### src/rtl/npg_spi_config.sv
// npg_spi_config: SPI-slave shadowed configuration register file for the NPG.
// Host writes hit shadow registers; an apply copies them to the live outputs only while no pulse is active.
module npg_spi_config #(
  parameter int ELEC_W = 32,
  parameter int DEF_AMP = 50,
  parameter int DEF_FREQ = 2000,
  parameter int DEF_PHASE = 4,
  parameter int DEF_RAMP = 50,
  parameter int DEF_RFACT = 16,
  parameter int DEF_ON = 50,
  parameter int DEF_OFF = 50,
  parameter logic [ELEC_W-1:0] DEF_ELE1 = 32'h0000_8000,
  parameter logic [ELEC_W-1:0] DEF_ELE2 = 32'h0000_4000
) (
  input  logic              clk,
  input  logic              reset,
  input  logic              sck,
  input  logic              cs_n,
  input  logic              mosi,
  output logic              miso,
  input  logic              pulse_active,
  output logic [5:0]        amplitude,
  output logic [11:0]       freq,
  output logic [2:0]        phaseDuration,
  output logic [5:0]        ramp,
  output logic [9:0]        ramp_factor,
  output logic [7:0]        ON_time,
  output logic [9:0]        OFF_time,
  output logic [ELEC_W-1:0] electrode1,
  output logic [ELEC_W-1:0] electrode2,
  output logic              enable,
  output logic              config_pending,
  output logic              frame_error
);
  logic [1:0] sck_q, cs_q, mosi_q;
  logic sck_d, cs_d, armed;
  logic [5:0] cnt;
  logic [38:0] sr;
  logic [31:0] so, rdata;
  logic [7:0] wr_cnt;
  logic [39:0] frame;
  logic [6:0] rd_addr;
  logic sck_rise, sck_fall, cs_rise, step, wr_en;
  logic [5:0] amp_s, ramp_s;
  logic [11:0] freq_s;
  logic [2:0] phase_s;
  logic [9:0] rfact_s, off_s;
  logic [7:0] on_s;
  logic [ELEC_W-1:0] ele1_s, ele2_s;
  assign sck_rise = sck_q[1] & ~sck_d;
  assign sck_fall = ~sck_q[1] & sck_d;
  assign cs_rise = cs_q[1] & ~cs_d;
  assign frame = {sr, mosi_q[1]};
  assign rd_addr = frame[6:0];
  assign step = armed & ~cs_q[1] & sck_rise & (cnt != 6'd40);
  assign wr_en = step & (cnt == 6'd39) & frame[39];
  always_comb begin
    case (rd_addr)
      7'h00: rdata = 32'(amp_s);
      7'h01: rdata = 32'(freq_s);
      7'h02: rdata = 32'(phase_s);
      7'h03: rdata = 32'(ramp_s);
      7'h04: rdata = 32'(rfact_s);
      7'h05: rdata = 32'(on_s);
      7'h06: rdata = 32'(off_s);
      7'h07: rdata = 32'(ele1_s);
      7'h08: rdata = 32'(ele2_s);
      7'h09: rdata = {31'b0, enable};
      7'h0A: rdata = {16'b0, wr_cnt, 6'b0, pulse_active, config_pending};
      default: rdata = '0;
    endcase
  end
  always_ff @(posedge clk) begin
    if (reset) begin
      {sck_q, cs_q, mosi_q} <= '0;
      {sck_d, cs_d, armed} <= '0;
      cnt <= '0;
      sr <= '0;
      so <= '0;
      miso <= 1'b0;
      wr_cnt <= '0;
      enable <= 1'b0;
      config_pending <= 1'b0;
      frame_error <= 1'b0;
      amp_s <= 6'(DEF_AMP);
      freq_s <= 12'(DEF_FREQ);
      phase_s <= 3'(DEF_PHASE);
      ramp_s <= 6'(DEF_RAMP);
      rfact_s <= 10'(DEF_RFACT);
      on_s <= 8'(DEF_ON);
      off_s <= 10'(DEF_OFF);
      ele1_s <= DEF_ELE1;
      ele2_s <= DEF_ELE2;
      amplitude <= 6'(DEF_AMP);
      freq <= 12'(DEF_FREQ);
      phaseDuration <= 3'(DEF_PHASE);
      ramp <= 6'(DEF_RAMP);
      ramp_factor <= 10'(DEF_RFACT);
      ON_time <= 8'(DEF_ON);
      OFF_time <= 10'(DEF_OFF);
      electrode1 <= DEF_ELE1;
      electrode2 <= DEF_ELE2;
    end else begin
      sck_q <= {sck_q[0], sck};
      cs_q <= {cs_q[0], cs_n};
      mosi_q <= {mosi_q[0], mosi};
      sck_d <= sck_q[1];
      cs_d <= cs_q[1];
      frame_error <= cs_rise & (cnt != 6'd0) & (cnt != 6'd40);
      // armed stays low after reset until cs_n is seen high, discarding any frame in flight
      if (cs_q[1]) begin
        cnt <= '0;
        miso <= 1'b0;
        armed <= 1'b1;
      end else if (armed) begin
        if (step) begin
          cnt <= cnt + 6'd1;
          sr <= frame[38:0];
          if (cnt == 6'd7) so <= frame[7] ? 32'b0 : rdata;
        end
        if (sck_fall) begin
          miso <= (cnt >= 6'd8) ? so[31] : 1'b0;
          if (cnt >= 6'd8) so <= {so[30:0], 1'b0};
        end
      end
      if (wr_en) begin
        wr_cnt <= wr_cnt + 8'd1;
        case (frame[38:32])
          7'h00: amp_s <= frame[5:0];
          7'h01: freq_s <= frame[11:0];
          7'h02: phase_s <= frame[2:0];
          7'h03: ramp_s <= frame[5:0];
          7'h04: rfact_s <= frame[9:0];
          7'h05: on_s <= frame[7:0];
          7'h06: off_s <= frame[9:0];
          7'h07: ele1_s <= ELEC_W'(frame[31:0]);
          7'h08: ele2_s <= ELEC_W'(frame[31:0]);
          7'h09: enable <= frame[0];
          default: ;
        endcase
      end
      if (config_pending) config_pending <= pulse_active;
      else if (wr_en && frame[38:32] == 7'h09 && frame[1]) config_pending <= 1'b1;
      if (config_pending && !pulse_active) begin
        amplitude <= amp_s;
        freq <= freq_s;
        phaseDuration <= phase_s;
        ramp <= ramp_s;
        ramp_factor <= rfact_s;
        ON_time <= on_s;
        OFF_time <= off_s;
        electrode1 <= ele1_s;
        electrode2 <= ele2_s;
      end
    end
  end
endmodule

### config.mk
export PLATFORM = sky130hd
export DESIGN_NAME = npg_spi_config
export DESIGN_NICKNAME = d
export VERILOG_FILES = /design/src/rtl/npg_spi_config.sv
export SDC_FILE = /design/constraint.sdc
export NUM_CORES = 1
export LEC_CHECK = 0
export BUFFER_PORTS_ARGS = -buffer_cell sky130_fd_sc_hd__clkbuf_2
export CORE_MARGIN = 2
export CORE_UTILIZATION = 55
export DETAILED_ROUTE_END_ITERATION = 16
export PLACE_DENSITY = 0.75
export SLEW_MARGIN = 10
export SYNTH_ARGS = -nofsm -noshare
export SYNTH_HDL_FRONTEND = slang
export SYNTH_SLANG_ARGS = --single-unit
### constraint.sdc
create_clock -name clk -period 2.2 [get_ports clk]
set_input_delay 0.11 -clock clk [delete_from_list [all_inputs] [get_ports clk]]
set_output_delay 0.11 -clock clk [all_outputs]
set_load 0.005 [all_outputs]
==> results.toml, run 1 <==
[grt]
grt_max_degree = 120
grt_pass1_vias = 10949
antenna_found_initial = 0
grt_pass1_wl_mm = 56.4
grt_usage = 0.267
grt-ovfl-total = 0

[final_layout]
syn_to_final_growth_pct = 18.2
fillers = 2007
final_layout_size_suffix_gt1_frac = 0.158
antennaDiodeCount = 0
fin_cells = 2061
finalNetCount = 1726

[sta]
holdWs_ps = 367
fin_crit_sh = 0.968
hold_viol_final = 0
setup_viol = 0
tightest_slew_ps = 675
setup_tns_ps = 0
slew_headroom = 0.546
clock.fmax_mhz = 470
min_period_ps = 2130
maxSlewViolCount = 0
fin_skew_ps = 19.4
rsz0062_at_grt = "yes"

[setup_path]
worstPathMaxFanout = 10
rr_startpoint = "cs_q[1]"
crit_path_frequent_cell = "buf_4"
crit_required_ps = 2630
crit_slowest_cell = "dfxtp_1"
crit_family = "simple AND/OR/NAND/NOR gates"
path_class = "reg -> reg"
r2r_slack_ps = 70
rr_worst_depth = 7
rr_endpoint = "so[4]"
arrival_ps = 2560
max_stage_delay_ps = 330
cp.buffers_inverters = 2
cp_cell_sequence = "nand4bb_2 > buf_4 > nor3_1 > buf_4 > and4b_1 > nand2b_1 > o22ai_1"
end_kind = "flop"
startpoint_type = "flop"

[power]
p_clk_frac = 0.483
p_switching_w = 0.00251
combPwrFrac = 0.018
p_per_area_mw_per_mm2 = 782
power_frac_seq = 0.499
p_sw_frac = 0.205
power_leakage_nw = 5.74
power.internal_w = 0.00971
vdd_drop_max_v = 0.000644

[synth]
synth-simple-area-share = 0.243
netlist.area_leader.share = 0.509
ys_seq_elements = 336
synth_nets = 1625
synthesis.area_mm2 = 0.0132
ys.flop_type = "dfxtp_1"
synth-async-reset-ratio = 0
synth_top_family_by_area = "simple AND/OR/NAND/NOR gates"
synthDistinctLibCells = 59
yosys-top-cells-area = "dfxtp_1 51%, nand2_1 13%, a21oi_1 9.0%"
synth.area.mux_share = 0.0473
yosysTopAreaCell = "dfxtp_1"
syn_area_per_cell_um2 = 8.18
synth-edff-count = 0
synth-xor-area-share = 0.00861
synth-adder-area-share = 0.00284
synth_warnings = 0
syn-instance-count = 1616
synth_commonest_cells = "475 x nand2_1, 336 x dfxtp_1, 238 x a21oi_1"
post-synth-top-count-cell = "nand2_1"
synth-seq-area-share = 0.509
synth-compound-area-share = 0.147

[cts]
clock-root-buffer = "clkbuf_16"
cts.sinks = 336
cts_tree = "done"
htree_levels = 2
cts_buffer_depth = 3
clkTransAtPathRegs_ps = 60
cts_buffers = 35
clock_latency_ps = 510

[flow_run]
drv_cap = 0

[drt]
dr.pass1.iters = 10
routed_via_density = 5.67
drc = 0
vias = 11680
ant_nets = 0
first_iter_violations = 1070
wl_mm = 34.7
wl_per_cell_um = 16.8

[min_path]
holdPathEnd = "cs_q[0]"
min_from = "cs_n"
hold_path.class = "in -> reg"
holdPathStages = 3

[floorplanning]
die_h_um = 159
dieArea_mm2 = 0.0253
start_util = 0.562
core_area_mm2 = 0.0235
io_pins = 129
num_rows = 56
die_width_um = 159

[place]
place.port_buffers = 128
hpwl_mm = 22.7
dp_cells = 1988
gp_congestion = 0.879

[run_status]
status = "complete, no violations"
registers in the layout (all words and copies together) (netlist names), 10 cells and up:
name / count
off_s: 10
ramp_factor: 10
freq_s: 12
ele1_s: 32
so: 32
freq: 12
electrode2: 32
electrode1: 32
OFF_time: 10
rfact_s: 10
ele2_s: 32
sr: 39
placed cells by master (no fill, tap or decap), types with 7 or more instances in the layout:
cell type / synthesis / final
nand3_1: 9 / 9
nor2_1: 98 / 98
clkbuf_8: 0 / 7
clkbuf_2: 0 / 127
nand3b_1: 24 / 24
nor3_1: 39 / 39
nor4b_1: 13 / 10
mux4_2: 7 / 7
mux2i_1: 40 / 40
a22oi_1: 25 / 25
xor2_1: 9 / 9
nor4_1: 11 / 10
o22ai_1: 11 / 11
clkbuf_16: 0 / 37
dfxtp_1: 336 / 336
nand2_1: 475 / 475
clkbuf_1: 101 / 8
nor2b_1: 16 / 15
buf_4: 4 / 50
a21oi_1: 238 / 238
o21ai_0: 29 / 29
buf_12: 0 / 12
o21a_1: 9 / 9
nand4_1: 9 / 9
kinds of logic after synthesis:
logic type / Yosys count
AOI/OAI and AO/OA: 345
xor gates and xnor gates: 13
adders and majority gates: 3
buffers and inverters: 136
DFF: 336
muxes: 53
and+or+nand+nor: 730
tightest hold or removal path, cell delays in order:
cell and delay, ps:
dlygate4sd3_1 520, clkbuf_2 90, nor2b_1 110
stage by stage:
| stage | area [um2] | utilization | setup WS, ps | power [W] |
|---|---|---|---|---|
| after floorplan | 13200 | - | 271 | 0.00638 |
| after global placement | 14300 | 0.609 | 131 | 0.00644 |
| after detailed placement | 14300 | 0.609 | 17.6 | 0.00644 |
| after CTS | 15600 | 0.661 | 11.5 | 0.0123 |
| after global routing | 15600 | 0.664 | -28.6 | 0.0126 |
| final | 15600 | 0.664 | 71.1 | 0.0122 |
cell type report:
class	instances	area, um2	share of cell area
flip-flops and latches	336	6730	0.430
clock buffers	52	1050	0.0673
repair buffers	196	1330	0.0849
multi-input cells	1144	6000	0.384
inverters	4	15.0	0.000961
clock inverters	10	106	0.00680
well taps	319	399	0.0255
layer usage:
metal  vias to the layer above  GRT usage  routed length [um]
met2                       396      0.434               16100
met5                         -          0                   0
li1                       5696          -                   -
met4                         0      0.121                1310
met1                      5505      0.350               15000
met3                        83     0.0485                2190
power groups by stage:
stage | clock network [W] | registers [W] | logic, W
2_1_floorplan | 0 | 0.00623 | 0.000147
3_3_place_gp | 0 | 0.00623 | 0.000208
3_5_place_dp | 0 | 0.00623 | 0.000209
4_1_cts | 0.00598 | 0.00609 | 0.000218
5_1_grt | 0.00622 | 0.00609 | 0.000238
6_report | 0.00590 | 0.00609 | 0.000221
how the worst max path moves through the flow:
stage / to / depth (start not counted) / from
after floorplan: on_s[3] / 7 / cnt[0]
after global placement: so[3] / 7 / cs_q[1]
after detailed placement: so[4] / 7 / cs_q[1]
after CTS: so[4] / 7 / cs_q[1]
after global routing: so[16] / 8 / cs_q[1]
final: so[4] / 7 / cs_q[1]
timing repair:
action | 4_1_cts | 5_1_grt
resized for setup | 0 | 6
setup buffers | 0 | 5
hold buffers | 6 | 0
hold endpoints to repair | 26 | 0
endpoints found under the setup margin | 0 | 32
(Power assumes the default switching activity.)
==> inputs of run 2 (changes only) <==
- CTS_BUF_LIST: not set -> sky130_fd_sc_hd__clkbuf_8
==> run 2 against run 1 <==
Effect of this change: critical path depth is the same; routed wire length is 0.22% lower; sequential power barely moved; core utilization decreased by 0.38 points; worst hold slack got worse by 59 ps; global-route usage barely moved; flip-flop and latch count is the same; clock skew about the same; clock power decreased by 13%; cell count grew 1.5%; sequential share of layout area increased by 0.25 points.
==> results.toml, run 2 (synthesized netlist as in run 1, its figures left out) <==
[place]
place_ws_ps = 17.6
hpwl_mm = 22.7
place.port_buffers = 128
gp_congestion = 0.879

[cts]
cts.sinks = 336
clock_latency_ps = 570
htree_levels = 2
cts_tree = "done"
clock-root-buffer = "clkbuf_8"
cts_buffer_depth = 3
cts_buffers = 53
clkTransAtPathRegs_ps = 60

[setup_path]
worstPathMaxFanout = 9
max_stage_delay_ps = 390
rr_worst_depth = 7
startpoint_type = "flop"
rr_startpoint = "cnt[0]"
crit_slowest_cell = "dfxtp_1"
end_kind = "flop"
crit_family = "simple AND/OR/NAND/NOR gates"
path_class = "reg -> reg"
crit_required_ps = 2640
cp.buffers_inverters = 1
r2r_slack_ps = 100
rr_endpoint = "ramp_s[3]"
cp_cell_sequence = "ha_1 > nand2_1 > nor4_4 > buf_4 > nand4_2 > mux2i_1 > nor2_1"
arrival_ps = 2540

[sta]
slew_headroom = 0.508
maxSlewViolCount = 0
final.setup.worst_slack_ps = 101
fin_crit_sh = 0.954
fin_skew_ps = 19.7
rsz0062_at_grt = "yes"
tightest_slew_ps = 732
setup_viol = 0
setup_tns_ps = 0
holdWs_ps = 308
hold_viol_final = 0
min_period_ps = 2100
clock.fmax_mhz = 476

[grt]
antenna_found_initial = 0
grt_max_degree = 120
grt_usage = 0.267
grt_pass1_wl_mm = 56.5
grt-ovfl-total = 0
grt_pass1_vias = 11076

[power]
p_per_area_mw_per_mm2 = 738
p_sw_frac = 0.217
combPwrFrac = 0.019
vdd_drop_max_v = 0.000534
p_clk_frac = 0.449
power_leakage_nw = 5.78
power_frac_seq = 0.532
power.internal_w = 0.00898
p_switching_w = 0.00249
p_total_w = 0.0115

[flow_run]
drv_cap = 0

[drt]
dr.pass1.iters = 6
wl_mm = 34.6
ant_nets = 0
vias = 11730
drc = 0
first_iter_violations = 1020
routed_via_density = 5.61
wl_per_cell_um = 16.5

[min_path]
holdPathEnd = "sck_q[0]"
hold_path.class = "in -> reg"
min_from = "sck"
holdPathStages = 3

[final_layout]
final_common_cell = "nand2_1"
antennaDiodeCount = 0
fillers = 2056
ff_latch_area_mm2 = 0.00673
final_layout_size_suffix_gt1_frac = 0.168
post-route-util = 0.660
syn_to_final_growth_pct = 17.5
mostFrequentLayoutCells = "475 x nand2_1, 336 x dfxtp_1, 238 x a21oi_1"
top_register = "sr"
largest_reg_flops = 39
finalNetCount = 1743
multiInputGateArea_mm2 = 0.00602

[floorplanning]
die_h_um = 159
io_pins = 129
die_width_um = 159
core_area_mm2 = 0.0235
dieArea_mm2 = 0.0253
num_rows = 56
start_util = 0.562

[run_status]
status = "complete, no violations"
run 2: how the worst max path moves through the flow:
stage / end / slack [ps] / startpoint / depth (start not counted)
final: ramp_s[3] / 100 / cnt[0] / 7
after global routing: freq_s[10] / -4 / cnt[0] / 7
after CTS: so[4] / 10 / cs_q[1] / 7
after detailed placement: so[4] / 20 / cs_q[1] / 7
after global placement: so[3] / 130 / cs_q[1] / 7
after floorplan: on_s[3] / 270 / cnt[0] / 7
run 2: per-stage QoR:
step / cells / cell area (um2)
4_1_cts: 2087 / 15500
3_5_place_dp: 1988 / 14300
2_1_floorplan: 1616 / 13200
5_1_grt: 2091 / 15500
3_3_place_gp: 1988 / 14300
6_report: 2091 / 15500
run 2: worst register-to-register path, delay by kind of cell (launching register included):
family	cells	cell delay, ps
muxes	1	240
DFF	1	390
adders and majority gates	1	220
buffers and inverters	1	220
and+or+nand+nor	4	910
run 2: timing repair:
| action | 4_1_cts | 5_1_grt |
|---|---|---|
| hold endpoints to repair | 43 | 0 |
| hold buffers | 6 | 0 |
| setup buffers | 0 | 4 |
| endpoints found under the setup margin | 0 | 27 |
| resized for setup | 0 | 9 |
run 2: layout make-up:
cell class	instances	area share
clock buffer	70	0.0620
tap	319	0.0257
sequential	336	0.433
timing repair buffer	195	0.0849
multi-input combinational	1144	0.387
inverter	4	0.000966
clock inverter	23	0.00620
run 2: layer usage:
| metal | share of wire | global-route usage | vias to the layer above |
|---|---|---|---|
| met5 | 0 | 0 | - |
| met4 | 0.037 | 0.117 | 0 |
| met3 | 0.071 | 0.0485 | 91 |
| met2 | 0.47 | 0.433 | 442 |
| met1 | 0.43 | 0.351 | 5472 |
| li1 | - | - | 5725 |
run 2: power by group through the flow:
stage | Sequential, W | Combinational [W] | Clock, W
6_report | 0.00610 | 0.000222 | 0.00514
5_1_grt | 0.00609 | 0.000238 | 0.00552
4_1_cts | 0.00610 | 0.000218 | 0.00523
3_5_place_dp | 0.00623 | 0.000209 | 0
3_3_place_gp | 0.00623 | 0.000208 | 0
2_1_floorplan | 0.00623 | 0.000147 | 0
==> inputs of run 3 (changes only) <==
- CORE_MARGIN: 2 -> 3
==> run 3 against run 2 <==
Effect of this change: power shrank 1.1%; clock skew shrank 8.1 ps; core utilization shrank 0.28 points; clock-buffer cell count shrank 4; combinational power is essentially flat; design area shrank 0.43%; sequential power is essentially flat; critical path depth is the same; largest cell class unchanged.
==> results.toml, run 3 (synthesized netlist as in run 1, its figures left out) <==
[drt]
met2_length_mm = 16.8
wl_mm = 35.1
m1WireLength_mm = 14.9
ant_nets = 0
vias = 11780
routed.top_layer = "met4"
dr.pass1.iters = 6
wl_met3_mm = 2.27
drc = 0
routed_via_density = 5.64
wl_per_cell_um = 16.8
first_iter_violations = 919

[sta]
maxSlewViolCount = 0
setup_viol = 0
min_period_ps = 2050
rsz0062_at_grt = "no"
hold_viol_final = 0
clock.fmax_mhz = 488
setup_tns_ps = 0
tightest_slew_ps = 680
fin_skew_ps = 11.6
slew_headroom = 0.547
fin_crit_sh = 0.932

[setup_path]
rr_worst_depth = 7
rr_startpoint = "cnt[0]"
crit_start = "cnt[0]"
arrival_ps = 2490
end_kind = "flop"
startpoint_type = "flop"
path_class = "reg -> reg"
crit_required_ps = 2640
worstPathMaxFanout = 11

[cts]
clkTransAtPathRegs_ps = 60
htree_levels = 2
clock_latency_ps = 570
cts_tree = "done"
clock-root-buffer = "clkbuf_8"
cts.sinks = 336
cts_buffer_depth = 3
cts_buffers = 51

[grt]
antenna_found_initial = 0
grt_max_degree = 120
grt-ovfl-total = 0
grt_usage = 0.268
grt_pass1_vias = 11435
grt_pass1_wl_mm = 58.0

[final_layout]
mostFrequentLayoutCells = "474 x nand2_1, 336 x dfxtp_1, 238 x a21oi_1"
antennaDiodeCount = 0
syn_to_final_growth_pct = 17.0
final_common_cell = "nand2_1"
fin_cells = 2090
final_layout_size_suffix_gt1_frac = 0.169
post-route-util = 0.657
top_register = "sr"
largest_reg_flops = 39
finalNetCount = 1743

[place]
dp_cells = 1995
place.port_buffers = 128
hpwl_mm = 23.4
gp_congestion = 0.910

[min_path]
holdPathStages = 3
min_from = "cs_n"
hold_path.class = "in -> reg"

[floorplanning]
io_pins = 129
core_area_mm2 = 0.0235
die_width_um = 161
die_h_um = 161
dieArea_mm2 = 0.0259
start_util = 0.562
num_rows = 56

[run_status]
status = "complete, no violations"

[power]
power_leakage_nw = 5.75
vdd_drop_max_v = 0.000425
p_per_area_mw_per_mm2 = 733

[flow_run]
drv_cap = 0
## run 3: changes by cell type in the layout (fill, tap and decap cells not counted), moves of 2 or more
cell / delta
clkinv_2: +7
inv_1: -6
buf_4: +5
clkbuf_8: -4
nor4b_1: +3
nor4b_2: -3
buf_12: -2
## run 3: area by class of cell
class	instances	area [um2]
clock buffers	66	908
clock inverters	24	110
fillers	2037	8070
inverters	4	15.0
multi-input cells	1144	6010
flip-flops and latches	336	6730
well taps	319	399
repair buffers	197	1310
## run 3: per-stage QoR
| stage | power, W | instance area, um2 | hold slack, ps | setup slack [ps] |
|---|---|---|---|---|
| after global routing | 0.0117 | 15500 | 338 | 12.9 |
| after floorplan | 0.00638 | 13200 | 238 | 271 |
| after global placement | 0.00644 | 14400 | 337 | 204 |
| after CTS | 0.0114 | 15400 | 275 | 111 |
| after detailed placement | 0.00644 | 14400 | 335 | 102 |
| final | 0.0113 | 15500 | 316 | 150 |
## run 3: routing by layer
layer,up-vias,GRT usage
li1,5724,-
met1,5597,0.345
met2,384,0.442
met3,75,0.0569
met4,0,0.114
met5,-,0
## run 3: worst max-delay path, cell delays in order, from the launching register on
cell and delay (ps):
dfxtp_1 380, ha_1 230, nand2_2 130, or3_1 580, buf_4 250, o21ai_0 60
o21ai_0 110, nor4b_2 180
## run 3: repair_timing
action	in CTS	in global routing
hold buffers	5	0
buffers inserted	0	0
hold endpoints to repair	7	0
setup endpoints to repair	0	29
resized for setup	0	6
## run 3: path summary, 6_finish.rpt
check                           slack [ps]     endpoint
worst min-delay path                   320      cs_q[0]
worst min register to register         410  frame_error
worst max-delay path                   150       so[14]
worst max register to register         150       so[14]
## run 3: power by group
| group | switching (W) | total (W) | internal, W |
|---|---|---|---|
| clock | 0.00233 | 0.00502 | 0.00269 |
| sequential | 0.00000331 | 0.00610 | 0.00609 |
| combinational | 0.000156 | 0.000221 | 0.0000652 |
